==> src/rtl/sram_pixel_unpacker.sv <==
// sram_pixel_unpacker
//
// Sits behind the SRAM address encoder. Each lookup carries sideband data,
// which is delayed here until it lines up with the SRAM read word. The block
// picks the addressed 4-bit nibble out of that word and composites up to four
// lookups per screen pixel, lowest priority first. It emits one colour index
// per screen pixel.
//
// Object ID encoding (2 bits): 0 = MAP, 1 = BAR, 2 = CAR1, 3 = CAR2.
//
// Ports:
//   i_clk, i_rst_n        clock, asynchronous active-low reset
//   i_valid               lookup valid, same cycle as the encoder inputs
//   i_object_id           object of this lookup
//   i_object_pixel_index  pixel index; only [1:0] (nibble select) is used here
//   i_first, i_last       first / last lookup of a screen pixel (qualified by i_valid)
//   i_sram_rdata          SRAM read word, READ_LATENCY cycles after the lookup
//   o_valid               one-cycle pulse, composited pixel ready
//   o_color_index         composited colour index (held between pulses)
//   o_object_id           object that supplied the colour (MAP if none opaque)
//   o_opaque              any lookup of the pixel was opaque
//   o_seq_err             one-cycle pulse on a first/last protocol violation
//
// READ_LATENCY must be in 1..4.

module sram_pixel_unpacker #(
  parameter int unsigned READ_LATENCY      = 2,
  parameter logic [3:0]  TRANSPARENT_INDEX = 4'h0,
  parameter logic [3:0]  BG_INDEX          = 4'h0,
  parameter int unsigned INDEX_WIDTH       = 12
) (
  input  logic                   i_clk,
  input  logic                   i_rst_n,
  input  logic                   i_valid,
  input  logic [1:0]             i_object_id,
  input  logic [INDEX_WIDTH-1:0] i_object_pixel_index,
  input  logic                   i_first,
  input  logic                   i_last,
  input  logic [15:0]            i_sram_rdata,
  output logic                   o_valid,
  output logic [3:0]             o_color_index,
  output logic [1:0]             o_object_id,
  output logic                   o_opaque,
  output logic                   o_seq_err
);

  localparam logic [1:0]  ObjMap = 2'd0;
  localparam int unsigned Tail   = READ_LATENCY - 1;

  // Upper index bits address the SRAM word, which the encoder already used.
  logic unused_index;
  assign unused_index = ^i_object_pixel_index[INDEX_WIDTH-1:2];

  // Sideband delay line
  logic [READ_LATENCY-1:0]      pipe_valid_q;
  logic [READ_LATENCY-1:0]      pipe_first_q;
  logic [READ_LATENCY-1:0]      pipe_last_q;
  logic [READ_LATENCY-1:0][1:0] pipe_id_q;
  logic [READ_LATENCY-1:0][1:0] pipe_sel_q;

  always_ff @(posedge i_clk or negedge i_rst_n) begin
    if (!i_rst_n) begin
      pipe_valid_q <= '0;
      pipe_first_q <= '0;
      pipe_last_q  <= '0;
      pipe_id_q    <= '0;
      pipe_sel_q   <= '0;
    end else begin
      pipe_valid_q[0] <= i_valid;
      // Payload only captured on valid; bubbles keep stale payload harmlessly.
      if (i_valid) begin
        pipe_first_q[0] <= i_first;
        pipe_last_q[0]  <= i_last;
        pipe_id_q[0]    <= i_object_id;
        pipe_sel_q[0]   <= i_object_pixel_index[1:0];
      end
      for (int unsigned i = 1; i < READ_LATENCY; i++) begin
        pipe_valid_q[i] <= pipe_valid_q[i-1];
        pipe_first_q[i] <= pipe_first_q[i-1];
        pipe_last_q[i]  <= pipe_last_q[i-1];
        pipe_id_q[i]    <= pipe_id_q[i-1];
        pipe_sel_q[i]   <= pipe_sel_q[i-1];
      end
    end
  end

  // Tail of the delay line, aligned with i_sram_rdata
  logic       t_valid, t_first, t_last, t_opaque;
  logic [1:0] t_id, t_sel;
  logic [3:0] t_nibble;

  assign t_valid = pipe_valid_q[Tail];
  assign t_first = pipe_first_q[Tail];
  assign t_last  = pipe_last_q[Tail];
  assign t_id    = pipe_id_q[Tail];
  assign t_sel   = pipe_sel_q[Tail];

  always_comb begin
    t_nibble = i_sram_rdata[3:0];
    unique case (t_sel)
      2'd0: t_nibble = i_sram_rdata[3:0];
      2'd1: t_nibble = i_sram_rdata[7:4];
      2'd2: t_nibble = i_sram_rdata[11:8];
      2'd3: t_nibble = i_sram_rdata[15:12];
      default: t_nibble = i_sram_rdata[3:0];
    endcase
  end

  // The map layer is the backdrop and is never transparent.
  assign t_opaque = (t_id == ObjMap) || (t_nibble != TRANSPARENT_INDEX);

  // Accumulator and registered outputs
  logic [3:0] acc_color_q, acc_color_d;
  logic [1:0] acc_id_q, acc_id_d;
  logic       acc_opaque_q, acc_opaque_d;
  logic       open_q, open_d;
  logic       out_valid_q, out_valid_d;
  logic [3:0] out_color_q, out_color_d;
  logic [1:0] out_id_q, out_id_d;
  logic       out_opaque_q, out_opaque_d;
  logic       seq_err_q, seq_err_d;
  logic       accept;

  always_comb begin
    acc_color_d  = acc_color_q;
    acc_id_d     = acc_id_q;
    acc_opaque_d = acc_opaque_q;
    open_d       = open_q;
    out_valid_d  = 1'b0;
    out_color_d  = out_color_q;
    out_id_d     = out_id_q;
    out_opaque_d = out_opaque_q;
    seq_err_d    = 1'b0;
    accept       = 1'b0;

    if (t_valid) begin
      if (t_first) begin
        // A still-open pixel is abandoned; the new one starts regardless.
        seq_err_d = open_q;
        accept    = 1'b1;
        open_d    = 1'b1;
        if (t_opaque) begin
          acc_color_d  = t_nibble;
          acc_id_d     = t_id;
          acc_opaque_d = 1'b1;
        end else begin
          acc_color_d  = BG_INDEX;
          acc_id_d     = ObjMap;
          acc_opaque_d = 1'b0;
        end
      end else if (open_q) begin
        accept = 1'b1;
        if (t_opaque) begin
          acc_color_d  = t_nibble;
          acc_id_d     = t_id;
          acc_opaque_d = 1'b1;
        end
      end else begin
        // Orphan continuation: dropped, including any last flag it carries.
        seq_err_d = 1'b1;
      end

      if (accept && t_last) begin
        out_valid_d  = 1'b1;
        out_color_d  = acc_color_d;
        out_id_d     = acc_id_d;
        out_opaque_d = acc_opaque_d;
        open_d       = 1'b0;
      end
    end
  end

  always_ff @(posedge i_clk or negedge i_rst_n) begin
    if (!i_rst_n) begin
      acc_color_q  <= 4'h0;
      acc_id_q     <= ObjMap;
      acc_opaque_q <= 1'b0;
      open_q       <= 1'b0;
      out_valid_q  <= 1'b0;
      out_color_q  <= 4'h0;
      out_id_q     <= ObjMap;
      out_opaque_q <= 1'b0;
      seq_err_q    <= 1'b0;
    end else begin
      acc_color_q  <= acc_color_d;
      acc_id_q     <= acc_id_d;
      acc_opaque_q <= acc_opaque_d;
      open_q       <= open_d;
      out_valid_q  <= out_valid_d;
      out_color_q  <= out_color_d;
      out_id_q     <= out_id_d;
      out_opaque_q <= out_opaque_d;
      seq_err_q    <= seq_err_d;
    end
  end

  assign o_valid       = out_valid_q;
  assign o_color_index = out_color_q;
  assign o_object_id   = out_id_q;
  assign o_opaque      = out_opaque_q;
  assign o_seq_err     = seq_err_q;

endmodule

==> config.mk <==
export PLATFORM = sky130hd
export DESIGN_NAME = sram_pixel_unpacker
export DESIGN_NICKNAME = d
export VERILOG_FILES = /design/src/rtl/sram_pixel_unpacker.sv
export SDC_FILE = /design/constraint.sdc
export NUM_CORES = 1
export LEC_CHECK = 0
export BUFFER_PORTS_ARGS = -buffer_cell sky130_fd_sc_hd__buf_2
export CAP_MARGIN = 20
export CORE_ASPECT_RATIO = 1.25
export CORE_MARGIN = 2
export CORE_UTILIZATION = 25
export CTS_CLUSTER_SIZE = 12
export DETAILED_ROUTE_END_ITERATION = 10
export HOLD_SLACK_MARGIN = 0.02
export SETUP_SLACK_MARGIN = 0.5
export SYNTH_ARGS = -nofsm -noshare
export SYNTH_HDL_FRONTEND = slang
export SYNTH_SLANG_ARGS = --single-unit
export TNS_END_PERCENT = 50
==> constraint.sdc <==
create_clock -name i_clk -period 2.5 [get_ports i_clk]
set_input_delay 0.5 -clock i_clk [delete_from_list [all_inputs] [get_ports i_clk]]
set_output_delay 0.5 -clock i_clk [all_outputs]
set_load 0.005 [all_outputs]
### Word level (Yosys, flattened, before mapping)

Index checks and enable logic that the tools add are counted.

* equality and inequality tests: 3
* mux-type cells: 23
* reduce and logical (&&, ||, !) cells: 8

Operators with widths (number)
* two-way mux 4 bit: 4
* one-hot mux 4 bit (4 select lines): 1
* two-way mux 1 bit: 14
* two-way mux 2 bit: 4
* == test 2 bit, second input constant: 2
* zero test 2 bit: 2
* AND reduction 2 bit: 2
* nonzero test 4 bit: 1
* == test 2 x 1 -> 1 bit, second input constant: 1
* nonzero test 2 bit: 1
* logical AND 1 bit: 1
* logical OR 1 bit: 1

* flip-flop bits (word level): 31
* input port bits: 35
* output and inout port bits: 9
* word-level logic and storage cells: 52

### Depth between registers and ports, before layout

* depth in word-level cells: 7
* depth in mapped cells: 6
* mapped depth without buffers: 5

### Least setup slack after synthesis

Ideal clock, no wire load.

* kind: input to register
* start: in i_sram_rdata[13]
* end: reg acc_opaque_q
* setup time: 0.121 ns
* data arrival time: 1.925 ns
* data required time: 2.379 ns
* path slack: 0.454 ns
* stages on the path: 5
* path buffers: 0
* cell sequence: mux4_2 > or2_1 > or3_4 > and2_1 > a22o_1

* longest elaborated chain between the ends: 6
* elaborated cells on any way between the ends: 7
* classes of those cells: 5 x mux; 2 x reduce/logical

RTL lines
* start, declared: line 39 `input logic [15:0] i_sram_rdata,`
* one-hot mux 4 bit (4 select lines) (*): line 100 `unique case (t_sel)`
* nonzero test 4 bit (*): line 110 `assign t_opaque = (t_id == ObjMap) || (t_nibble != TRANSPARENT_INDEX);`
* logical OR 1 bit (*): line 110
* two-way mux 1 bit: line 153 `if (t_opaque) begin`
* two-way mux 1 bit: line 151 `end else if (open_q) begin`
* two-way mux 1 bit (*): line 137 `if (t_first) begin`
* end signal, assigned: line 187 `acc_opaque_q <= acc_opaque_d;`
* end, declared: line 115 `logic acc_opaque_q, acc_opaque_d;`

Every way passes the cells marked *; elsewhere a longest branch is shown, timed or not.
A chain may end at the register's enable or synchronous reset.

### Final worst setup path

* start: reg pipe_sel_q (netlist bit t_sel[0])
* end: reg acc_opaque_q

* longest elaborated chain between the ends: 7
* elaborated cells on any way between the ends: 11
* classes of those cells: 3 x eq/ne; 5 x mux; 3 x reduce/logical

RTL lines
* start, declared: line 59 `logic [READ_LATENCY-1:0][1:0] pipe_sel_q;`
* start signal, assigned by index: line 82 `pipe_sel_q[i] <= pipe_sel_q[i-1];`
* == test 2 bit, or another cell as far along: line 100
* one-hot mux 4 bit (4 select lines) (*): line 100
* nonzero test 4 bit (*): line 110
* logical OR 1 bit (*): line 110
* two-way mux 1 bit: line 153
* two-way mux 1 bit: line 151
* two-way mux 1 bit (*): line 137

Marked as above.

==> impl_metrics.yaml <==
yosys:
  ys_warn_count: 0
  synth_area_sq_um: 1290
  ys_seq_area_share_pct: 60.0
  avgSynthCellArea_sq_um: 13.2
  synthesis.nets: 134
  synthCells: 98
  yosys_most_used_dff: "dfrtp_1"
  synth_edf_count: 0
  postSynth.asyncResetShare_pct: 100
  synthTopCellsByArea: "dfrtp_1, mux2_2, mux4_2, o2bb2ai_1, nor2_1"
  synthTopCellsByCount: "dfrtp_1, mux2_2, nor2_1"
  yosysMostFrequentCell: "dfrtp_1"
  ys_types: 32
  synth_top_cell_by_area: "dfrtp_1"
  ys_ff_latch: 31
  synth_top_area_share_pct: 60.0
route:
  viasPerCell: 4.45
  first_pass_iters: 4
  ant_nets: 0
  num_vias: 899
  wl_microns: 2500
  drc: 0
  drt-initial-drc-count: 43
  avgRoutedWirePerCell_microns: 12.4
critical_path:
  cp-end-kind: "flip-flop"
  crit_path_start_kind: "flip-flop"
  crit_slowest_cell: "mux4_2"
  critPathMaxFanout: 4
  crit_buf_inv: 0
  crit_type: "flip-flop to flip-flop"
  arrival_ns: 2.18
  critical_path_required_ns: 2.68
  crit_chain: "mux4_2 -> or2_4 -> or3_4 -> and2_1 -> a22o_1"
  cpPeakStageDelay_ns: 0.52
  cp_top_family: "simple AND/OR/NAND/NOR gates"
layout:
  nFillCells: 510
  area_delta_synth_final_pct: 30.1
  stdcell_count: 202
  layout-drive-gt1-share_pct: 45.0
  fin_nets: 175
  n_antenna_cell: 0
clock_tree:
  cts_max_level: 2
  numCtsBuffers: 5
  cts_buffer_depth: 2
  cts_num_sinks: 31
  cts_tree: "done"
  clk_latency_ns: 0.28
  cts_root_buf: "clkbuf_8"
  clkTransAtPathRegs_ns: 0.07
  postCtsHoldBufs: 0
timing:
  timing.fmax_mhz: 499
  drv_slew: 0
  period_share_pct: 80.2
  hold_violations: 0
  setup_viol: 0
  relSlewSlack_pct: 55.2
  fin_tns_setup_ns: 0
  fin_crit_ns: 2.01
  worst_pin_slew_ns: 0.672
  fin_skew_ns: 0.00506
  rsz0062_at_grt: "true"
floorplan:
  rows: 29
  fp.dieArea_sq_um: 5760
  start_util_pct: 25.6
  io_pins: 44
  die_x_microns: 68.3
  die_h_microns: 84.4
  core_sq_um: 5040
grt:
  grt_pass1_vias: 1012
  track_usage_pct: 10.6
  overflow: 0
  antenna_found_initial: 0
  grt_max_degree: 32
  grt_pass1_wl_microns: 4460
placed_design:
  numPortBuffers: 33
  dp.final_hpwl_microns: 1820
  dp_cells: 191
  gp_congestion: 0.772
run:
  maxCapViolations: 0
pwr:
  vdd_ir_drop_max_mv: 0.533
  power_density_nw_per_um2: 864
  power_leakage_uw: 0.000748
status:
  status: "complete, no violations"
worst_hold_path:
  hold_class: "input port to asynchronous set/reset pin"
[cells in the final DEF, fill, tap and decap left out, types with 2 or more instances in the layout]
| master | count |
|---|---|
| dfrtp_1 | 30 |
| mux4_2 | 3 |
| nor2_1 | 7 |
| clkbuf_8 | 6 |
| a21oi_1 | 5 |
| buf_4 | 4 |
| nand2_1 | 6 |
| buf_2 | 33 |
| o2bb2ai_1 | 5 |
| mux2_2 | 8 |
| a32oi_1 | 3 |
| nand3_1 | 4 |
| a31oi_1 | 2 |
[worst register-to-register path, stage by stage, from the launching register on]
cell     delay (ns)
dfrtp_2        0.40
mux4_2         0.52
or2_4          0.28
or3_4          0.35
and2_1         0.15
a22o_1         0.21
[per-stage QoR]
stage	setup slack, ns	total power, uW	area, sq um	hold WS [ns]	utilization [%]
floorplan	0.454	833	1290	0.204	-
global placement	0.292	939	1520	0.333	30.2
detailed placement	0.283	944	1520	0.350	30.2
CTS	0.495	1470	1660	0.274	32.9
global route	0.421	1550	1680	0.301	33.3
finish	0.494	1450	1680	0.247	33.3
[final timing paths]
check,start,slack [ns],end,depth (start not counted)
setup / recovery,t_sel[0],0.49,acc_opaque_q,5
hold / removal,i_rst_n,0.25,pipe_last_q[0],1
setup reg to reg,t_sel[0],0.49,acc_opaque_q,5
hold reg to reg,pipe_valid_q[0],0.36,pipe_valid_q[1],0
max in group asynchronous,i_rst_n,1.78,t_sel[0],1
min in group i_clk,pipe_valid_q[0],0.36,pipe_valid_q[1],0
[power by group]
part           switching [uW]  internal [uW]
clock network             183            322
registers                54.8            599
logic                     140            154
total                     378           1080
[sequential cells by signal, indices dropped and copies added, names as in the netlist, 2 cells and up]
signal         count
t_sel              2
pipe_sel_q         2
pipe_id_q          2
acc_color_q        4
t_id               2
o_object_id        2
pipe_first_q       2
o_color_index      4
pipe_last_q        2
pipe_valid_q       2
acc_id_q           2
[layout make-up]
cell class	instances	area, sq um	area share, %
flip-flops and latches	31	777	46.2
multi-input cells	61	503	29.9
repair buffers	37	195	11.6
clock buffers	6	82.6	4.91
well taps	62	77.6	4.61
clock inverters	2	35.0	2.08
inverters	3	11.3	0.670
[per-layer routing]
metal  part of all wire (%)  GRT usage (%)  wire length [microns]
met1                     44           12.3                   1100
met2                     46           16.6                   1150
met3                    7.8           4.42                    195
met4                    2.4           4.91                     61
met5                      0              0                      0
[cell families (layout without fill, tap and decap cells)]
family                   count (synthesis)  in the layout  share of synthesized area [%]
AO/OA/AOI/OAI                           27             27                           16.0
adder cells (fa/ha/maj)                  1              1                          0.968
buffers and inverters                    6             48                           2.32
flip-flops                              31             31                           60.0
multiplexers                            12             12                           13.0
AND/OR/NAND/NOR                         21             21                           7.75
[repair_timing]
item / in CTS / in global routing
hold endpoints to repair: 0 / 0
gates resized for setup: 2 / 2
setup endpoints to repair: 14 / 13
pin swaps: 1 / 2
setup buffers: 2 / 1
Power figures use the tool's default switching activity.
